File: src/rtl/pwm_multi.sv
// Multi-channel PWM generator with an Avalon-MM slave. The channels share one prescaler and one period counter.
// Configuration is double-buffered: shadows are committed to the active copies while idle, or at a period wrap.
module pwm_multi #(
    parameter int NUM_CHANNELS = 4,
    parameter int CNT_WIDTH    = 16,
    parameter int PRESC_WIDTH  = 8
) (
    input  logic                    clk,
    input  logic                    reset,
    input  logic [4:0]              address,
    input  logic                    read,
    input  logic                    write,
    input  logic [31:0]             writedata,
    output logic [31:0]             readdata,
    output logic [NUM_CHANNELS-1:0] pwm_out
);

    localparam logic [4:0] A_CTRL    = 5'd0;
    localparam logic [4:0] A_PERIOD  = 5'd1;
    localparam logic [4:0] A_PRESC   = 5'd2;
    localparam logic [4:0] A_STATUS  = 5'd3;
    localparam logic [4:0] A_COUNTER = 5'd4;
    localparam logic [4:0] A_DUTY0   = 5'd8;
    localparam logic [4:0] A_POL     = 5'd24;
    localparam logic [4:0] A_CHEN    = 5'd25;

    logic                    en;
    logic                    en_nxt;
    logic                    wrap_flag;
    logic                    tick;
    logic                    wrap;
    logic                    load_act;
    logic [CNT_WIDTH-1:0]    period_sh;
    logic [CNT_WIDTH-1:0]    period_act;
    logic [CNT_WIDTH-1:0]    cnt;
    logic [PRESC_WIDTH-1:0]  presc_sh;
    logic [PRESC_WIDTH-1:0]  presc_act;
    logic [PRESC_WIDTH-1:0]  pc;
    logic [CNT_WIDTH-1:0]    duty_sh  [NUM_CHANNELS];
    logic [CNT_WIDTH-1:0]    duty_act [NUM_CHANNELS];
    logic [NUM_CHANNELS-1:0] pol_sh;
    logic [NUM_CHANNELS-1:0] pol_act;
    logic [NUM_CHANNELS-1:0] chen_sh;
    logic [NUM_CHANNELS-1:0] chen_act;
    logic [NUM_CHANNELS-1:0] chan_lvl;
    logic [31:0]             rd_mux;
    logic                    unused_wd;

    assign unused_wd = ^writedata;

    // The next EN value lets a disable force pc/cnt/pwm_out idle on the same edge.
    assign en_nxt   = (write && address == A_CTRL) ? writedata[0] : en;
    assign tick     = en && (pc == presc_act);
    assign wrap     = tick && (cnt == period_act);
    assign load_act = !en || wrap;

    always_comb begin
        chan_lvl = '0;
        for (int i = 0; i < NUM_CHANNELS; i++) begin
            chan_lvl[i] = chen_act[i] ? ((cnt < duty_act[i]) ^ pol_act[i]) : pol_act[i];
        end
    end

    always_comb begin
        rd_mux = '0;
        case (address)
            A_CTRL:    rd_mux[0] = en;
            A_PERIOD:  rd_mux[CNT_WIDTH-1:0] = period_sh;
            A_PRESC:   rd_mux[PRESC_WIDTH-1:0] = presc_sh;
            A_STATUS:  rd_mux[1:0] = {wrap_flag, en};
            A_COUNTER: rd_mux[CNT_WIDTH-1:0] = cnt;
            A_POL:     rd_mux[NUM_CHANNELS-1:0] = pol_sh;
            A_CHEN:    rd_mux[NUM_CHANNELS-1:0] = chen_sh;
            default:   rd_mux = '0;
        endcase
        for (int i = 0; i < NUM_CHANNELS; i++) begin
            if (address == A_DUTY0 + 5'(i)) begin
                rd_mux = '0;
                rd_mux[CNT_WIDTH-1:0] = duty_sh[i];
            end
        end
    end

    always_ff @(posedge clk) begin
        if (reset) begin
            en         <= 1'b0;
            wrap_flag  <= 1'b0;
            period_sh  <= '0;
            period_act <= '0;
            presc_sh   <= '0;
            presc_act  <= '0;
            pol_sh     <= '0;
            pol_act    <= '0;
            chen_sh    <= '0;
            chen_act   <= '0;
            pc         <= '0;
            cnt        <= '0;
            pwm_out    <= '0;
            readdata   <= '0;
            for (int i = 0; i < NUM_CHANNELS; i++) begin
                duty_sh[i]  <= '0;
                duty_act[i] <= '0;
            end
        end else begin
            en <= en_nxt;

            if (write) begin
                case (address)
                    A_PERIOD: period_sh <= writedata[CNT_WIDTH-1:0];
                    A_PRESC:  presc_sh  <= writedata[PRESC_WIDTH-1:0];
                    A_POL:    pol_sh    <= writedata[NUM_CHANNELS-1:0];
                    A_CHEN:   chen_sh   <= writedata[NUM_CHANNELS-1:0];
                    default:  ;
                endcase
                for (int i = 0; i < NUM_CHANNELS; i++) begin
                    if (address == A_DUTY0 + 5'(i)) begin
                        duty_sh[i] <= writedata[CNT_WIDTH-1:0];
                    end
                end
            end

            if (load_act) begin
                period_act <= period_sh;
                presc_act  <= presc_sh;
                pol_act    <= pol_sh;
                chen_act   <= chen_sh;
                for (int i = 0; i < NUM_CHANNELS; i++) begin
                    duty_act[i] <= duty_sh[i];
                end
            end

            if (!en_nxt || tick) begin
                pc <= '0;
            end else if (en) begin
                pc <= pc + PRESC_WIDTH'(1);
            end

            if (!en_nxt) begin
                cnt <= '0;
            end else if (tick) begin
                cnt <= wrap ? '0 : cnt + CNT_WIDTH'(1);
            end

            // A wrap wins over a simultaneous write-1-clear.
            if (wrap) begin
                wrap_flag <= 1'b1;
            end else if (write && address == A_STATUS && writedata[1]) begin
                wrap_flag <= 1'b0;
            end

            pwm_out <= (en && en_nxt) ? chan_lvl : pol_act;

            if (read) begin
                readdata <= rd_mux;
            end
        end
    end

endmodule

File: config.mk
export PLATFORM = sky130hd
export DESIGN_NAME = pwm_multi
export DESIGN_NICKNAME = d
export VERILOG_FILES = /design/src/rtl/pwm_multi.sv
export SDC_FILE = /design/constraint.sdc
export NUM_CORES = 1
export LEC_CHECK = 0
export CAP_MARGIN = 10
export CELL_PAD_IN_SITES_DETAIL_PLACEMENT = 1
export CELL_PAD_IN_SITES_GLOBAL_PLACEMENT = 1
export CORE_MARGIN = 5
export CORE_UTILIZATION = 49
export CTS_BUF_LIST = sky130_fd_sc_hd__clkbuf_4
export CTS_CLUSTER_SIZE = 40
export DETAILED_ROUTE_END_ITERATION = 6
export GPL_TIMING_DRIVEN = 0
export PLACE_DENSITY = 0.91
export SLEW_MARGIN = 20
export SYNTH_ARGS = -nofsm -noshare
export SYNTH_HDL_FRONTEND = slang
export SYNTH_SLANG_ARGS = --single-unit
File: constraint.sdc
create_clock -name clk -period 3.6 [get_ports clk]
set_input_delay 0.36 -clock clk [delete_from_list [all_inputs] [get_ports clk]]
set_output_delay 0.36 -clock clk [all_outputs]
set_load 0.01 [all_outputs]
==> metrics.txt, run 1 <==
portion of the post-synthesis area used by sequential elements around half; final number of hold-violating endpoints 0; worst rel slew slack between 40 and 50%; global-route wire length before repair ~64 mm; Post-Route Setup TNS 0 ps; Die Width between 150 and 200 um; Final Critical Period between 3000 and 4000 ps; CP delay by family, top simple AND/OR/NAND/NOR gates; count of port buffers added during placement 38; total die area roughly 27000 um^2; CTS tree built; number of instances in the synthesized netlist roughly 1100; Placement Setup Slack about 17 ps; Reg-to-Reg End duty_act[2][11]; number of buffers on the longest clock path 3; Reg2Reg Setup Slack around 260 ps; period utilisation layout between 90% and 100%; number of buffer and inverter stages on the critical path 4; combinational family with the most area after synthesis simple AND/OR/NAND/NOR gates; violations in the final reports design-rule violations; endpoint arrival time on the critical path approximately 3700 ps; instance count on the critical path 9; number of antenna violations at the first check in global routing 2; post-synthesis simple-gate area fraction just under 20%; worst-path cell with the longest stage delay nor4_2; Clock Skew between 50 and 60 ps; routed vias 9809; IR Drop Worst-Case VDD about 0.31 mV; Total Routed Length about 42 mm; count of final setup violators 0; total chip power about 6 mW; instance area after placement between 10000 and 15000 um^2; Synth Area in Adders under 10%; CP required about 4000 ps; share of flip-flops with an asynchronous set or reset after synthesis 0%; layout overhead on the synthesized area 14.9%; Leakage 5.59 nW; xor/xnor cell area share of the yosys netlist roughly 3.3%; core outline area between 20000 and 25000 um^2; pins over their slew limit 0; number of buffers inserted during clock tree synthesis 67; CP max stage delay roughly 530 ps; WL per Instance about 26 um; outcome finished with violations; clock tree root buffer cell clkbuf_4; largest area contributor in the netlist edfxtp_1; area share of the largest cell type after synthesis ~33%; top flip-flop cell by instance count after synthesis edfxtp_1; maximum number of pins on one net before global-route repair 39; cell count after placement about 1500; number of DRC violations after detailed-routing iteration 0 around 1100; r2r startpoint cnt[2]; largest driver fanout on the critical path 38; count of fill cells added during filler insertion about 2600; clock edge transition at the registers on the reported setup and hold paths approximately 70 ps; I/O pin count between 70 and 80; H-tree Lvls 3; number of rows in the core area 56; Power Density 453 nW/um^2; number of enable flip-flop cells after synthesis ~130; post-detailed-route DRC marker count 13; startpoint of the most critical hold path address[2]; length in cells of the worst reg-to-reg path 9; post-route ant nets 0; Post-CTS Repair Setup Buffers 0; cell types occupying the most area after synthesis edfxtp_1 (33%), dfxtp_1 (19%), ha_1 (6.6%), and2_1 (5.1%), mux2i_1 (3.6%); Post-synth top cells edfxtp_1 (128), dfxtp_1 (110), and2_1 (95); synthesized area about 12000 um^2; unrepaired setup endpoints after global routing no; critical path start-end classification register to register; Final Instance Area between 10000 and 15000 um^2; clock sinks about 240; type of destination of the critical path register; routed vias/inst 6.03; initial cell density of the core between 40 and 50%; RD Place Congestion roughly 0.9; maximum clock rate around 0.30 GHz; Synth Area in Compound Gates under 10%; top-count cell post-synth edfxtp_1; DIE HEIGHT approximately 160 um; total congestion overflow after global routing 0; startpoint kind of the worst setup timing path register; Pre-antenna DRT Iters 7; register bit total from synthesis 238; CP cell instances buf_2 -> xnor2_1 -> nand4_1 -> nor4_2 -> a21bo_2 -> buf_6 -> buf_8 -> or2_4 -> buf_12; source-to-sink clock delay at the later pin of the worst-skew pair ~720 ps; mean post-synth cell area approximately 10 um^2; non-filler instance count after layout roughly 1600; Final #Nets approximately 1400; number of global-route vias before repair approximately 11000; path type of the worst min-delay path input pin to register; mux cell area share after synthesis slightly below 4%; number of warnings printed during yosys synthesis 0; Total Routing Usage GR roughly a third; number of distinct library cell variants in the gate-level netlist after synthesis 60; hold endpoint pol_sh[3]; reported max-cap violation count 0; Worst Setup Slack, final around 260 ps; worst slew pin tran between 800 and 900 ps; fraction of layout instances using a drive strength above 1 between 15 and 20%; hold-critical path depth 4; HPWL Detailed 28.4 mm
## per-stage QoR
| stage | utilization (%) | hold slack, ps |
|---|---|---|
| 6_report | 57.3 | 153 |
| 5_1_grt | 57.3 | 170 |
| 4_1_cts | 57.3 | 129 |
| 3_5_place_dp | 53.5 | 464 |
| 3_3_place_gp | 53.4 | 462 |
| 2_1_floorplan | - | 448 |
## worst max-delay path by stage
stage | startpoint | endpoint
5_1_grt | cnt[2] | duty_act[2][11]
4_1_cts | cnt[2] | duty_act[2][11]
3_3_place_gp | reset | duty_act[2][8]
2_1_floorplan | cnt[2] | duty_act[0][0]
6_report | cnt[2] | duty_act[2][11]
3_5_place_dp | reset | duty_act[3][10]
## area by class of cell
| cell class | count | area, um^2 | share of cell area, % |
|---|---|---|---|
| sequential | 238 | 6050 | 44.8 |
| multi-input combinational | 765 | 5090 | 37.7 |
| clock buffer | 111 | 833 | 6.18 |
| buffer | 76 | 425 | 3.15 |
| timing repair buffer | 39 | 400 | 2.97 |
| tap | 319 | 399 | 2.96 |
| inverter | 65 | 244 | 1.81 |
| clock inverter | 12 | 51.3 | 0.380 |
| antenna | 1 | 2.50 | 0.0185 |
## cell families after synthesis
group           Yosys count
simple gates            430
xor+xnor                 44
mux                      46
flops                   238
other cells               1
compound gates          167
fa+ha+maj                62
buf+inv                 141
## sequential cells by signal (all words and copies together), names as in the netlist
name	cells
presc_sh	8
wrap_flag	1
pol_sh	4
duty_sh	64
chen_act	4
period_sh	16
en	1
cnt	16
duty_act	64
readdata	16
chen_sh	4
presc_act	8
pol_act	4
pc	8
period_act	16
pwm_out	4
## timing repair
| item | CTS | global route |
|---|---|---|
| gates resized for setup | 0 | 1 |
| hold buffers | 0 | 0 |
| setup endpoints to repair | 0 | 14 |
## power by group
part	switching, mW	internal (mW)	leakage, nW	total, mW
sequential	0.0702	2.95	2.24	3.02
combinational	0.250	0.140	2.81	0.390
clock	1.31	1.39	0.543	2.70
total	1.63	4.49	5.59	6.11
## cells in the final DEF, fill, tap and decap left out, types with 4 or more instances in the layout
cell,netlist,layout
ha_1,62,62
conb_1,1,16
o22ai_1,5,5
a21o_1,19,19
xor2_1,17,17
clkbuf_1,30,30
nand3_1,27,27
a311oi_1,4,4
nand2_1,83,83
o21ai_0,23,23
clkbuf_4,0,111
clkinv_1,0,5
dfxtp_1,110,110
a211oi_1,5,5
mux2i_1,42,42
nand4b_1,5,5
nand4_1,31,31
a222oi_1,9,9
clkdlybuf4s50_1,0,38
nor2_1,94,94
edfxtp_1,128,128
inv_2,0,4
xnor2_1,27,27
nor2b_1,7,7
nand2b_1,15,15
buf_2,14,14
and3_1,9,9
inv_1,65,65
o2111ai_1,5,5
a22oi_1,7,7
and2_1,95,95
a21oi_1,61,61
nor3_1,15,15
and2_2,35,35
mux2_2,4,4
a221oi_1,5,5
o211ai_1,12,12
buf_4,17,17
clkbuf_2,8,8
## metal layers
layer | track usage, % | up-vias | part of all wire (%)
met5 | 0 | - | 0.038
met4 | 17.2 | 2 | 6.1
met3 | 8.19 | 183 | 11
met2 | 51.5 | 630 | 47
met1 | 38.0 | 4769 | 36
li1 | - | 4225 | -
## worst reg2reg max path, delay by kind of cell, from the launching register on
family                 cells  cell delay, ps
AND/OR/NAND/NOR            3            1110
flip-flops                 1             510
XOR/XNOR                   1             190
buffers and inverters      4             960
AO/OA/AOI/OAI              1             220
No activity file was read; power rests on OpenSTA's default activity.
==> run 2, diff against run 1 <==
- CORE_UTILIZATION: 49 -> 40
- PLACE_DENSITY: 0.91 -> 0.78
==> metrics.txt, run 2 (synthesis gave the netlist of run 1 again) <==
outcome completed (was finished with violations); global-route wire length before repair 56.4 mm (was 63.9 mm); H-tree Lvls 2 (was 3); Post-CTS Repair Setup Buffers 0 (unchanged); DIE HEIGHT 181 um (was 165 um); r2r startpoint cnt[2] (unchanged); worst-path cell with the longest stage delay or2_2 (was nor4_2); CP max stage delay 700 ps (was 530 ps); unrepaired setup endpoints after global routing no (unchanged); startpoint kind of the worst setup timing path register (unchanged); leading registers by flop count duty_act (64), duty_sh (64) (unchanged); period utilisation layout 94.4% (was 92.8%); final hold slack 123 ps (was 153 ps); reported max-cap violation count 0 (unchanged); worst rel slew slack 34.2% (was 40.9%); core outline area 28900 um^2 (was 23500 um^2); number of global-route vias before repair 9622 (was 10567); length in cells of the worst reg-to-reg path 8 (was 9); CP required 3930 ps (was 3970 ps); routed vias 9102 (was 9809); Leakage 5.53 nW (was 5.59 nW); total die area 32900 um^2 (was 27200 um^2); Final #Nets 1349 (was 1355); CTS tree built (unchanged); WL per Instance 21.7 um (was 25.8 um); number of rows in the core area 62 (was 56); hold endpoint pol_sh[1] (was pol_sh[3]); maximum clock rate 0.294 GHz (was 0.299 GHz); critical path start-end classification register to register (unchanged); source-to-sink clock delay at the later pin of the worst-skew pair 720 ps (about the same); commonest cells after routing, fill and taps aside edfxtp_1 (128), dfxtp_1 (110), clkbuf_4 (100) (was edfxtp_1 (128), clkbuf_4 (111), dfxtp_1 (110)); startpoint of the most critical hold path address[2] (unchanged); Power Density 433 nW/um^2 (was 453 nW/um^2); number of buffers on the longest clock path 3 (unchanged); cell count after placement 1566 (was 1502); number of DRC violations after detailed-routing iteration 0 848 (was 1095); clock edge transition at the registers on the reported setup and hold paths 70 ps (about the same); hold-critical path depth 4 (unchanged); CP cell instances buf_2 -> xnor2_1 -> nand4_1 -> nor4_2 -> a21bo_2 -> buf_6 -> buf_8 -> or2_2 (was buf_2 -> xnor2_1 -> nand4_1 -> nor4_2 -> a21bo_2 -> buf_6 -> buf_8 -> or2_4 -> buf_12); routed vias/inst 5.41 (was 6.03); total chip power 5.85 mW (was 6.11 mW); count of final setup violators 0 (unchanged); Final Critical Period 3400 ps (was 3340 ps); worst slew pin tran 976 ps (was 886 ps); number of buffers inserted during clock tree synthesis 61 (was 67); non-filler instance count after layout 1682 (was 1626); layout overhead on the synthesized area 15.1% (was 14.9%); post-cts resize count 1 (was 0); type of destination of the critical path register (unchanged); Pre-antenna DRT Iters 6 (was 7); instance count on the critical path 8 (was 9); count of port buffers added during placement 38 (unchanged); clock tree root buffer cell clkbuf_4 (unchanged); clock sinks 238 (unchanged); post-detailed-route DRC marker count 0 (was 13); endpoint arrival time on the critical path 3730 ps (was 3710 ps); path type of the worst min-delay path input pin to register (unchanged); total congestion overflow after global routing 0 (unchanged); final number of hold-violating endpoints 0 (unchanged); HPWL Detailed 27.5 mm (was 28.4 mm); post-route ant nets 0 (unchanged); number of buffer and inverter stages on the critical path 3 (was 4); largest driver fanout on the critical path 32 (was 38); Post-Route Setup TNS 0 ps (unchanged); maximum number of pins on one net before global-route repair 33 (was 39); initial cell density of the core 40.7% (was 49.9%); Reg2Reg Setup Slack 200 ps (was 260 ps); I/O pin count 77 (unchanged); Total Routed Length 36.4 mm (was 42.0 mm); hold buffer count at cts 0 (unchanged); RD Place Congestion 0.919 (was 0.909); CP delay by family, top simple AND/OR/NAND/NOR gates (unchanged); pins over their slew limit 0 (unchanged); Total Routing Usage GR 22.1% (was 31.5%); number of antenna violations at the first check in global routing 3 (was 2); most frequent standard cell in the layout excluding fill and tap cells edfxtp_1 (unchanged); IR Drop Worst-Case VDD 0.291 mV (was 0.305 mV); Clock Skew 31.6 ps (was 57.9 ps); Reg-to-Reg End duty_act[0][14] (was duty_act[2][11]); Die Width 181 um (was 165 um); fraction of layout instances using a drive strength above 1 15.6% (was 16.6%)
## run 2: changes by cell type in the layout (fill, tap and decap cells not counted), sizes merged
cell / before / now
clkbuf: 149 / 138
clkinv: 7 / 11
inv: 69 / 65
buf: 39 / 38
bufinv: 0 / 1
diode: 1 / 2
or2: 1 / 2
## run 2: where the power goes
| part | switching, mW | internal (mW) |
|---|---|---|
| logic | 0.224 | 0.137 |
| clock network | 1.15 | 1.32 |
| registers | 0.0681 | 2.95 |
## run 2: stage by stage
stage / instance area, um^2 / setup WS [ps] / util (%)
after floorplan: 11800 / 697 / -
after global placement: 12700 / -402 / 43.9
after detailed placement: 12700 / -88.5 / 43.9
after CTS: 13500 / 203 / 46.8
after global routing: 13500 / 36.2 / 46.8
final: 13500 / 202 / 46.8
## run 2: cell type report
type | count | area, um^2
fillers | 3273 | 15300
flip-flops and latches | 238 | 6050
multi-input cells | 766 | 5100
clock buffers | 100 | 751
well taps | 384 | 480
plain buffers | 76 | 425
repair buffers | 38 | 380
inverters | 65 | 244
clock inverters | 13 | 80.1
diodes | 2 | 5.00
## run 2: worst reg2reg max path, stage by stage, from the launching register on
cell     delay [ps]
dfxtp_1         440
buf_2           360
xnor2_1         190
nand4_1         150
nor4_2          610
a21bo_2         240
buf_6           150
buf_8           180
or2_2           700
## run 2: metal layers
| layer | GRT usage [%] | wire length (um) |
|---|---|---|
| met3 | 4.06 | 2450 |
| met5 | 0 | 12 |
| met1 | 28.6 | 15400 |
| met4 | 8.35 | 1180 |
| met2 | 36.7 | 17400 |
## run 2: how the worst max path moves through the flow
stage	start	end	slack [ps]
detailed placement	cnt[2]	duty_act[0][8]	-90
finish	cnt[2]	duty_act[0][14]	200
CTS	cnt[2]	duty_act[0][14]	200
global route	cnt[2]	duty_act[2][14]	40
global placement	cnt[2]	duty_act[0][9]	-400
floorplan	cnt[2]	duty_act[0][0]	700
==> run 3, diff against run 2 <==
- CTS_CLUSTER_SIZE: 40 -> 25
- GPL_ROUTABILITY_DRIVEN: unset -> 1
- RECOVER_POWER: unset -> 25
==> metrics.txt, run 3 (synthesis gave the netlist of run 1 again) <==
outcome completed (unchanged); Internal Pwr Total 4.40 mW (was 4.41 mW); final number of hold-violating endpoints 0 (unchanged); global-route wire length before repair 56.4 mm (unchanged); total chip power 5.84 mW (was 5.85 mW); path type of the worst min-delay path input pin to register (unchanged); period utilisation layout 93.8% (was 94.4%); worst rel slew slack 37.8% (was 34.2%); Final #Nets 1349 (unchanged); Clock Skew 38.1 ps (was 31.6 ps); total congestion overflow after global routing 0 (unchanged); Total Routed Length 36.4 mm (about the same); number of antenna violations at the first check in global routing 3 (unchanged); count of final setup violators 0 (unchanged); routed vias 9112 (was 9102); CP required 3930 ps (about the same); DIE HEIGHT 181 um (unchanged); routed vias/inst 5.42 (was 5.41); clock sinks 238 (unchanged); number of rows in the core area 62 (unchanged); power share of the clock group 42.3% (was 42.2%); WL per Instance 21.6 um (was 21.7 um); endpoint arrival time on the critical path 3700 ps (was 3730 ps); total die area 32900 um^2 (unchanged); largest driver fanout on the critical path 32 (unchanged); reported max-cap violation count 0 (unchanged); number of global-route vias before repair 9622 (unchanged); core outline area 28900 um^2 (unchanged); relative contribution of sequential cells to total power 51.7% (was 51.6%); layout overhead on the synthesized area 14.7% (was 15.1%); leading registers by flop count duty_act (64), duty_sh (64) (unchanged); commonest cells after routing, fill and taps aside edfxtp_1 (128), dfxtp_1 (110), clkbuf_4 (100) (unchanged); I/O pin count 77 (unchanged); maximum clock rate 0.296 GHz (was 0.294 GHz); hold-critical path depth 3 (was 4); length in cells of the worst reg-to-reg path 8 (unchanged); count of port buffers added during placement 38 (unchanged); unrepaired setup endpoints after global routing no (unchanged); final hold slack 125 ps (was 123 ps); number of buffers inserted during clock tree synthesis 61 (unchanged); CTS tree built (unchanged); initial cell density of the core 40.7% (unchanged); HPWL Detailed 27.5 mm (unchanged); number of buffers on the longest clock path 3 (unchanged); Total Routing Usage GR 22.1% (unchanged); type of destination of the critical path register (unchanged); Switching Fraction 24.6% (was 24.7%); clock edge transition at the registers on the reported setup and hold paths 70 ps (about the same); startpoint kind of the worst setup timing path register (unchanged); Die Width 181 um (unchanged); Final Critical Period 3380 ps (was 3400 ps); number of DRC violations after detailed-routing iteration 0 841 (was 848); source-to-sink clock delay at the later pin of the worst-skew pair 720 ps (about the same); combinational group share of total power 6.1% (was 6.2%); critical path start-end classification register to register (unchanged); most frequent standard cell in the layout excluding fill and tap cells edfxtp_1 (unchanged); switching pwr 1.44 mW (about the same); H-tree Lvls 2 (unchanged); IR Drop Worst-Case VDD 0.296 mV (was 0.291 mV); pins over their slew limit 0 (unchanged); Leakage 5.55 nW (was 5.53 nW); post-detailed-route DRC marker count 0 (unchanged); RD Place Congestion 0.919 (unchanged); post-route ant nets 0 (unchanged); maximum number of pins on one net before global-route repair 33 (unchanged); fraction of layout instances using a drive strength above 1 15.0% (was 15.6%); Pre-antenna DRT Iters 6 (unchanged); clock tree root buffer cell clkbuf_4 (unchanged); Power Density 434 nW/um^2 (was 433 nW/um^2); worst slew pin tran 923 ps (was 976 ps)
[run 3: changes by cell type in the layout (fill, tap and decap cells not counted), sizes merged]
cell and delta:
dlygate4sd3 +22, buf -2, clkdlybuf4s50 -22, clkbuf +2
[run 3: critical path, stage by stage (launching register included)]
cell and delay (ps):
dfxtp_1 440, buf_2 360, xnor2_1 180, nand4_1 140, nor4_2 590, a21bo_2 230
buf_6 150, buf_8 180, or2_2 690
[run 3: routing by layer]
metal | up-vias | wire [um] | GRT usage [%]
li1 | 4193 | - | -
met1 | 4501 | 15300 | 28.6
met2 | 339 | 17300 | 36.7
met3 | 77 | 2500 | 4.06
met4 | 2 | 1230 | 8.35
met5 | - | 12 | 0
[run 3: worst paths after layout]
check	end	slack, ps	from
max	duty_act[0][14]	220	cnt[2]
min reg2reg	readdata[11]	480	readdata[11]
max reg2reg	duty_act[0][14]	220	cnt[2]
min	readdata[2]	130	read
[run 3: final cells by class]
type / count / area [um^2]
Fill cell: 3280 / 15400
Sequential cell: 238 / 6050
Timing Repair Buffer: 38 / 380
Clock inverter: 13 / 80.1
Antenna cell: 2 / 5.00
Buffer: 76 / 420
Multi-Input combinational cell: 766 / 5060
Clock buffer: 100 / 751
Tap cell: 384 / 480
Inverter: 65 / 244
[run 3: metrics by stage]
stage                     TNS (ps)  util [%]  area (um^2)  setup WS (ps)  std cells
after global routing             0      46.7        13500           36.2       1681
final                            0      46.7        13500            224       1682
after detailed placement     -5450      43.9        12700          -88.5       1566
after global placement      -25550      43.9        12700           -402       1566
after floorplan                  0         -        11800            697       1144
after CTS                        0      46.8        13500            203       1680
[run 3: power by group through the flow]
stage	sequential, mW	combinational (mW)	clock (mW)
global placement	3.07	0.347	0
floorplan	3.04	0.219	0
finish	3.02	0.354	2.47
detailed placement	3.08	0.358	0
global route	3.02	0.390	2.66
CTS	3.02	0.361	2.50
[run 3: what timing repair did]
action	CTS	global route
resized for setup	1	0
hold buffers	0	0
endpoints found under the setup margin	64	0
buffers inserted	0	0
